<file path="src/rtl/mem_port_arbiter.sv">
// N-port arbiter sharing one synchronous-read RAM port: fixed priority for one port,
// round-robin with a starvation guard for the rest. Zero-cycle grant, registered issue.
module mem_port_arbiter #(
  parameter int NUM_PORTS     = 3,
  parameter int ADDR_WIDTH    = 15,
  parameter int DATA_WIDTH    = 16,
  parameter int RD_LATENCY    = 1,
  parameter int PRIORITY_PORT = 0,
  parameter int STARVE_LIMIT  = 4
) (
  input  logic                             clk,
  input  logic                             reset_n,
  input  logic [NUM_PORTS-1:0]             req,
  input  logic [NUM_PORTS-1:0]             we,
  input  logic [NUM_PORTS*ADDR_WIDTH-1:0]  addr,
  input  logic [NUM_PORTS*DATA_WIDTH-1:0]  wdata,
  output logic [NUM_PORTS-1:0]             gnt,
  output logic [NUM_PORTS-1:0]             rvalid,
  output logic [DATA_WIDTH-1:0]            rdata,
  output logic [ADDR_WIDTH-1:0]            mem_addr,
  output logic [DATA_WIDTH-1:0]            mem_din,
  output logic                             mem_we,
  input  logic [DATA_WIDTH-1:0]            mem_dout
);

  localparam int PW = (NUM_PORTS > 1) ? $clog2(NUM_PORTS) : 1;
  localparam int SW = $clog2(STARVE_LIMIT + 2);
  localparam logic [NUM_PORTS-1:0] PRIO_MASK = NUM_PORTS'(1) << PRIORITY_PORT;
  localparam logic [PW-1:0] RR_RESET = PW'((NUM_PORTS > 1 && PRIORITY_PORT == 0) ? 1 : 0);

  typedef struct packed {
    logic          vld;
    logic [PW-1:0] port;
  } tag_t;

  logic [ADDR_WIDTH-1:0] addr_a  [NUM_PORTS];
  logic [DATA_WIDTH-1:0] wdata_a [NUM_PORTS];

  logic [NUM_PORTS-1:0]  np_req_vec;
  logic                  np_req;
  logic                  rr_found;
  logic [PW-1:0]         rr_idx;
  logic                  trip;
  logic                  win_vld;
  logic                  prio_win;
  logic [PW-1:0]         gnt_idx;

  logic [PW-1:0]         rr_ptr_q, rr_ptr_d;
  logic [SW-1:0]         starve_q, starve_d;
  logic [ADDR_WIDTH-1:0] mem_addr_q, mem_addr_d;
  logic [DATA_WIDTH-1:0] mem_din_q, mem_din_d;
  logic                  mem_we_q, mem_we_d;
  tag_t                  tag_q [RD_LATENCY+1];
  tag_t                  tag_d [RD_LATENCY+1];

  for (genvar p = 0; p < NUM_PORTS; p++) begin : g_unpack
    assign addr_a[p]  = addr[p*ADDR_WIDTH +: ADDR_WIDTH];
    assign wdata_a[p] = wdata[p*DATA_WIDTH +: DATA_WIDTH];
  end

  // Next non-priority index after p, wrapping and skipping the priority port.
  function automatic logic [PW-1:0] next_np(input logic [PW-1:0] p);
    int n;
    n = int'(p) + 1;
    if (n >= NUM_PORTS) n = 0;
    if (n == PRIORITY_PORT && NUM_PORTS > 1) begin
      n = n + 1;
      if (n >= NUM_PORTS) n = 0;
    end
    return PW'(n);
  endfunction

  assign np_req_vec = req & ~PRIO_MASK;
  assign np_req     = |np_req_vec;

  always_comb begin
    int cand;
    rr_found = 1'b0;
    rr_idx   = '0;
    cand     = 0;
    for (int i = 0; i < NUM_PORTS; i++) begin
      cand = int'(rr_ptr_q) + i;
      if (cand >= NUM_PORTS) cand = cand - NUM_PORTS;
      if (!rr_found && np_req_vec[PW'(cand)]) begin
        rr_found = 1'b1;
        rr_idx   = PW'(cand);
      end
    end
  end

  assign trip = (STARVE_LIMIT != 0) && (starve_q == SW'(STARVE_LIMIT)) && rr_found;

  always_comb begin
    win_vld  = 1'b0;
    prio_win = 1'b0;
    gnt_idx  = '0;
    if (reset_n) begin
      if (req[PRIORITY_PORT] && !trip) begin
        win_vld  = 1'b1;
        prio_win = 1'b1;
        gnt_idx  = PW'(PRIORITY_PORT);
      end else if (rr_found) begin
        win_vld = 1'b1;
        gnt_idx = rr_idx;
      end
    end
  end

  assign gnt = win_vld ? (NUM_PORTS'(1) << gnt_idx) : '0;

  always_comb begin
    rr_ptr_d = rr_ptr_q;
    if (win_vld && !prio_win) rr_ptr_d = next_np(gnt_idx);

    // Counts only priority wins that actually block a waiting requester.
    starve_d = starve_q;
    if (STARVE_LIMIT == 0 || !np_req || (win_vld && !prio_win)) begin
      starve_d = '0;
    end else if (prio_win) begin
      starve_d = starve_q + 1'b1;
    end
  end

  always_comb begin
    mem_we_d   = win_vld && we[gnt_idx];
    mem_addr_d = mem_addr_q;
    mem_din_d  = mem_din_q;
    if (win_vld) begin
      mem_addr_d = addr_a[gnt_idx];
      mem_din_d  = wdata_a[gnt_idx];
    end
  end

  // Tag stage k is valid k+1 cycles after the grant; the last stage lines up with RAM data.
  always_comb begin
    tag_d[0] = '{vld: win_vld && !we[gnt_idx], port: gnt_idx};
    for (int s = 1; s <= RD_LATENCY; s++) begin
      tag_d[s] = tag_q[s-1];
    end
  end

  always_ff @(posedge clk or negedge reset_n) begin
    if (!reset_n) begin
      rr_ptr_q   <= RR_RESET;
      starve_q   <= '0;
      mem_addr_q <= '0;
      mem_din_q  <= '0;
      mem_we_q   <= 1'b0;
      for (int s = 0; s <= RD_LATENCY; s++) begin
        tag_q[s] <= '0;
      end
    end else begin
      rr_ptr_q   <= rr_ptr_d;
      starve_q   <= starve_d;
      mem_addr_q <= mem_addr_d;
      mem_din_q  <= mem_din_d;
      mem_we_q   <= mem_we_d;
      for (int s = 0; s <= RD_LATENCY; s++) begin
        tag_q[s] <= tag_d[s];
      end
    end
  end

  assign mem_addr = mem_addr_q;
  assign mem_din  = mem_din_q;
  assign mem_we   = mem_we_q;
  assign rdata    = mem_dout;
  assign rvalid   = tag_q[RD_LATENCY].vld ? (NUM_PORTS'(1) << tag_q[RD_LATENCY].port) : '0;

endmodule

</file>
<file path="config.mk">
export PLATFORM = sky130hd
export DESIGN_NAME = mem_port_arbiter
export DESIGN_NICKNAME = d
export VERILOG_FILES = /design/src/rtl/mem_port_arbiter.sv
export SDC_FILE = /design/constraint.sdc
export NUM_CORES = 1
export LEC_CHECK = 0
export BUFFER_PORTS_ARGS = -buffer_cell sky130_fd_sc_hd__buf_2
export CAP_MARGIN = 5
export CORE_ASPECT_RATIO = 0.75
export CORE_MARGIN = 8
export CORE_UTILIZATION = 40
export DETAILED_ROUTE_END_ITERATION = 8
export PLACE_DENSITY = 0.75
export SYNTH_ARGS = -nofsm -noshare
export SYNTH_HDL_FRONTEND = slang
export SYNTH_SLANG_ARGS = --single-unit
</file>
<file path="constraint.sdc">
create_clock -name clk -period 3.2 [get_ports clk]
set_input_delay 0.64 -clock clk [delete_from_list [all_inputs] [get_ports clk]]
set_output_delay 0.64 -clock clk [all_outputs]
set_load 0.02 [all_outputs]
</file>
## Word level (Yosys, flattened, before mapping)

Cells that the tools add are included.

- Eq/ne operators: 1
- Shifts and indexed selects: 2
- Bitwise operators: 1
- Magnitude comparators: 10
- Reductions and logical operators: 17
- Add/subtract/negate cells: 8
- Muxes and demuxes: 42

Operator list:

| kind | number |
|---|---|
| adder 32 x 2 -> 32 bit (second input constant) | 1 |
| binary-select mux 16 bit (select 2 bit) | 1 |
| >= comparator 32 x 3 -> 1 bit (second input constant) | 1 |
| logical NOT 32 bit | 1 |
| 2-to-1 mux 16 bit | 2 |
| 2-to-1 mux 32 bit | 1 |
| binary-select mux 15 bit (select 2 bit) | 1 |
| 2-to-1 mux 15 bit | 2 |
| 2-to-1 mux 2 bit | 11 |
| 2-to-1 mux 1 bit | 15 |
| 2-to-1 mux 3 bit | 5 |
| less-than comparator 2 x 4 -> 1 bit (second input constant) | 3 |
| >= comparator 3 x 2 -> 1 bit (second input constant) | 3 |
| binary-select mux 1 bit (select 2 bit) | 4 |
| logical AND 1 bit | 7 |
| adder 2 x 1 -> 3 bit (second input constant) | 2 |
| logical NOT 1 bit | 6 |
| << shifter 1 x 2 -> 3 bit (first input constant) | 2 |
| subtractor 2 bit (second input constant) | 3 |
| adder 2 x 2 -> 3 bit (second input constant) | 1 |
| adder 3 x 1 -> 3 bit (second input constant) | 1 |
| equality test 3 bit (second input constant) | 1 |
| >= comparator 3 bit (second input constant) | 1 |
| less-than comparator 2 x 3 -> 1 bit (second input constant) | 1 |
| 5 further kinds | 5 |

- Register bits: 43
- Input bits: 117
- Word-level logic and storage cells: 90

## Logic depth before layout (Yosys ltp)

- Word-level depth: 25
- Mapped depth: 10

## Worst setup path after synthesis

OpenSTA, ideal clock, no wires.

- Path type: flip-flop to output port
- From: register rr_ptr_q[0]
- To: output gnt[1]
- Required time: 2560 ps
- Stages on the path, launching flop included: 10
- Path slack: 435 ps
- Arrival: 2125 ps
- Cells stage by stage: dfstp_2 -> inv_1 -> ha_1 -> buf_6 -> or3_1 -> buf_6 -> o2111a_1 -> buf_6 -> clkbuf_1 -> and2_1

- Word-level cells in the longest chain between the ends: 19
- Elaborated cells between the ends (all ways): 41
- Classes of those cells: 5 x add/sub; 3 x order compare; 1 x shift; 25 x mux; 7 x reduce/logical

RTL lines:

| what | RTL line | RTL |
|---|---|---|
| start, declared | 48 | `logic [PW-1:0] rr_ptr_q, rr_ptr_d;` |
| start signal, assigned | 153 | `rr_ptr_q <= rr_ptr_d;` |
| parallel branches: the longest is 18 deep, another holds adder 2 x 1 -> 3 bit | -- |  |
| 2-to-1 mux 3 bit * | 109 | `assign gnt = win_vld ? (NUM_PORTS'(1) << gnt_idx) : '0;` |
| end, declared | 17 | `output logic [NUM_PORTS-1:0] gnt,` |

Mark *: on every way between the ends. The select of a mux whose other input is x is not followed.

## Final worst setup path

- From: register rr_ptr_q[0]
- To: output gnt[2]

Same word-level chain as after synthesis.

==> implementation parameters <==
Parameter                              Value

Run status
  Outcome ... finished clean

Routing
  WL per Instance ... 18.98 um
  Wirelength, routed ... ~9.5 mm
  Count of vias placed by the detailed router ... 2907
  First-pass iteration count of the detailed router ... 4
  Remaining antenna violation count ... 0
  Count of unresolved DRC violations after routing ... 0
  Drt initial violations ... approximately 220
  Detail-routed via count per cell ... 5.791

STA
  Fin. Hold Viols ... 0
  Clock tree skew after final layout ... between 0.009 and 0.01 ns
  Sum of negative setup slack ... 0 ns
  Maximum achievable frequency ... 335.5 MHz
  Actual transition at the worst max-transition pin ... ~0.99 ns
  Relative slew slack ... 34.04%
  Number of max-slew violations in the final report ... 0
  Final Setup Violations ... 0
  Unrepaired setup endpoints after global routing ... false
  Min Tclk post-route ... 2.981 ns
  Final period utilization ... 93.15%

Finish
  Ratio of cells with drive above 1 in the final layout ... about two fifths
  NumNets Final ... 538
  Post-layout instance count excluding filler cells ... ~500
  Synth-to-Final Area Change ... 25.68%
  Filler cells ... 655
  Antenna Diode Count ... 0

Synthesis
  Number of instances in the synthesized netlist ... 304
  Synth cell types ... 45
  Proportion of synthesized flip-flops having asynchronous set or reset ... 100.0%
  Netlist area before placement ... 0.002773 mm2
  Leading post-synthesis cells by cell area ... sky130_fd_sc_hd__dfrtp_1, sky130_fd_sc_hd__a32oi_1, sky130_fd_sc_hd__a221o_1, sky130_fd_sc_hd__a211oi_1, sky130_fd_sc_hd__nand2_1
  Proportion of synthesized chip area in sequential cells ... 38.85%
  Number of synthesized register bits ... 43
  Total nets after synthesis ... 425
  Cell type with the largest total area after synthesis ... sky130_fd_sc_hd__dfrtp_1
  Most used flip-flop cell after synthesis ... sky130_fd_sc_hd__dfrtp_1
  Top cell type's share of synthesized area ... 37.91%
  Post-synthesis average cell area ... 9.121 um2
  Ys Warns ... 0
  Count of flip-flops with a built-in enable after synthesis ... 0

Clock network
  # hold bufs at CTS ... 0
  Level count of the clock H-tree ... 2
  Clock tree from TritonCTS ... done
  Number of buffers inserted during clock tree synthesis ... 5
  Clk Tree Root Cell ... sky130_fd_sc_hd__clkbuf_8
  Clock transition at the registers of the reported paths ... 0.09 ns
  Clk buf depth ... 2
  Clock latency at the later pin of the worst-skew pair ... 0.31 ns
  Number of sinks on the clock net ... 43

Die
  Effective utilization at floorplan ... 40.98%
  Count of standard-cell rows ... 26
  Die span in x ... 112.1 um
  Die ar. ... between 0.009 and 0.01 mm2
  Area of the core ... 0.006766 mm2
  Boundary pin count ... around 170
  Die outline height ... 88.10 um

Job
  Max_cap viols ... 0

Setup path
  Data arrival time at the worst-slack endpoint ... 2.34 ns
  Peak fanout along the critical path ... 10
  Startpoint Class ... flip-flop
  Endpoint required time on the critical path ... 2.56 ns
  Setup CP Type ... reg2out
  Endpoint class of the critical path ... output port

Placement
  Cell count after placement ... about 490
  Final weighted congestion of routability-driven global placement ... 0.8146
  Count of input and output buffers ... approximately 140
  Half-perimeter wire length after placement ... 6.971 mm

Global route
  Number of antenna violations at the first check in global routing ... 0
  Number of global-route vias before repair ... 2995
  Largest net degree at the start of global routing ... a little over 40
  Total global-route track usage ... 18.69%
  Grt ovf ... 0
  First-pass GRT wire length ... around 15 mm

Power
  Power Density ... ~810 mW/mm2
  P_leak ... ~0.0017 uW
  Power, Total ... around 2800 uW
  Worst supply voltage drop on vdd ... 0.3291 mV

Hold path
  Worst min path class ... in2async
==> stage by stage <==
stage / hold slack (ns) / setup WS, ns / util, % / instance area (um2)
final: 0.2222 / 0.2191 / 51.50 / 3485
after global routing: 0.2276 / 0.04822 / 51.50 / 3485
after CTS: 0.2143 / 0.1903 / 51.48 / 3483
after detailed placement: 0.3347 / 0.5216 / 50.22 / 3398
after global placement: 0.3344 / 0.5521 / 50.22 / 3398
after floorplan: 0.3312 / 0.4352 / - / 2773
==> synthesized netlist by cell type, types with 2 or more instances <==
library cell / count
sky130_fd_sc_hd__a32oi_1: 17
sky130_fd_sc_hd__clkbuf_1: 17
sky130_fd_sc_hd__a221o_1: 14
sky130_fd_sc_hd__dfrtp_1: 42
sky130_fd_sc_hd__o21ai_0: 20
sky130_fd_sc_hd__buf_4: 16
sky130_fd_sc_hd__a311oi_1: 14
sky130_fd_sc_hd__o2111a_1: 2
sky130_fd_sc_hd__buf_2: 7
sky130_fd_sc_hd__and3b_1: 2
sky130_fd_sc_hd__nand3_1: 3
sky130_fd_sc_hd__and2_1: 2
sky130_fd_sc_hd__inv_1: 10
sky130_fd_sc_hd__a211oi_1: 18
sky130_fd_sc_hd__a31o_2: 4
sky130_fd_sc_hd__nor2_1: 18
sky130_fd_sc_hd__nand2_1: 33
sky130_fd_sc_hd__or3_1: 3
sky130_fd_sc_hd__ha_1: 4
sky130_fd_sc_hd__a21oi_1: 21
sky130_fd_sc_hd__buf_6: 4
sky130_fd_sc_hd__a31o_1: 10
==> flip-flops by register name, summed over array words and instances, names as in the netlist <==
| register | count |
|---|---|
| rr_ptr_q | 2 |
| starve_q | 3 |
| mem_addr | 15 |
| mem_din | 16 |
| tag_d | 3 |
| mem_we | 1 |
| tag_q | 3 |
==> timing repair <==
| action | CTS | global route |
|---|---|---|
| setup buffers | 0 | 0 |
| hold endpoints to repair | 0 | 0 |
| endpoints found under the setup margin | 0 | 1 |
| gates resized for setup | 0 | 1 |
==> report_power, final <==
part	switching, uW	leakage, uW	internal (uW)
Combinational	992	0.00110	544
Sequential	132	0.000521	781
Clock	206	0.0000412	153
Total	1330	0.00167	1480
==> per-layer routing <==
layer	vias up	wire [um]	global-route usage, %
li1	1377	-	-
met4	0	206	6.951
met3	28	693	4.959
met2	128	4358	29.43
met5	-	0	0
met1	1374	4271	24.25
==> path summary, 6_finish.rpt <==
kind,start,to,slack (ns),cells past startpoint
max,rr_ptr_q[0],gnt[2],0.22,7
min,reset_n,starve_q[1],0.22,1
max reg2reg,rr_ptr_q[0],starve_q[1],0.56,7
min reg2reg,tag_d[1],tag_q[1],0.35,0
max in group asynchronous,reset_n,mem_din[10],2.21,2
min in group clk,tag_d[1],tag_q[1],0.35,0
==> critical path: stages (launching register included) <==
cell                       delay (ns)
sky130_fd_sc_hd__dfstp_2         0.54
sky130_fd_sc_hd__inv_1           0.05
sky130_fd_sc_hd__ha_1            0.40
sky130_fd_sc_hd__and3_2          0.32
sky130_fd_sc_hd__a211oi_1        0.24
sky130_fd_sc_hd__nand3_1         0.23
sky130_fd_sc_hd__inv_1           0.10
sky130_fd_sc_hd__buf_2           0.17
==> area by class of cell <==
| cell class | instances | area [um2] | area share (%) |
|---|---|---|---|
| clock buffer | 6 | 72.57 | 2.083 |
| timing repair buffer | 151 | 788.3 | 22.62 |
| tap | 84 | 105.1 | 3.016 |
| sequential | 43 | 1077 | 30.92 |
| clock inverter | 2 | 12.51 | 0.3591 |
| inverter | 11 | 41.29 | 1.185 |
| multi-input combinational | 205 | 1388 | 39.82 |
==> cell families (layout without fill, tap and decap cells) <==
| logic type | after synthesis | in the layout | synth area share, % |
|---|---|---|---|
| buffers and inverters | 56 | 170 | 11.15 |
| xor gates and xnor gates | 1 | 1 | 0.3159 |
| and+or+nand+nor | 70 | 70 | 11.69 |
| adders and majority gates | 4 | 4 | 1.805 |
| DFF | 43 | 43 | 38.85 |
| AOI/OAI and AO/OA | 130 | 130 | 36.19 |
==> layout by cell type, fill, tap and decap left out, types with 2 or more instances in the layout <==
cell type,n
sky130_fd_sc_hd__a21oi_1,21
sky130_fd_sc_hd__buf_2,138
sky130_fd_sc_hd__a32oi_1,17
sky130_fd_sc_hd__clkbuf_8,5
sky130_fd_sc_hd__nand3_1,3
sky130_fd_sc_hd__o21ai_1,2
sky130_fd_sc_hd__buf_4,13
sky130_fd_sc_hd__a211oi_1,18
sky130_fd_sc_hd__or3_1,3
sky130_fd_sc_hd__nor2_1,18
sky130_fd_sc_hd__o2111a_1,2
sky130_fd_sc_hd__dfrtp_1,42
sky130_fd_sc_hd__inv_1,10
sky130_fd_sc_hd__a311oi_1,14
sky130_fd_sc_hd__a31o_1,10
sky130_fd_sc_hd__o21ai_0,19
sky130_fd_sc_hd__ha_1,4
sky130_fd_sc_hd__a31o_2,4
sky130_fd_sc_hd__a221o_1,14
sky130_fd_sc_hd__and2_1,2
sky130_fd_sc_hd__and3b_1,2
sky130_fd_sc_hd__nand2_1,33
Note: power is estimated with default switching activity, not from simulation.
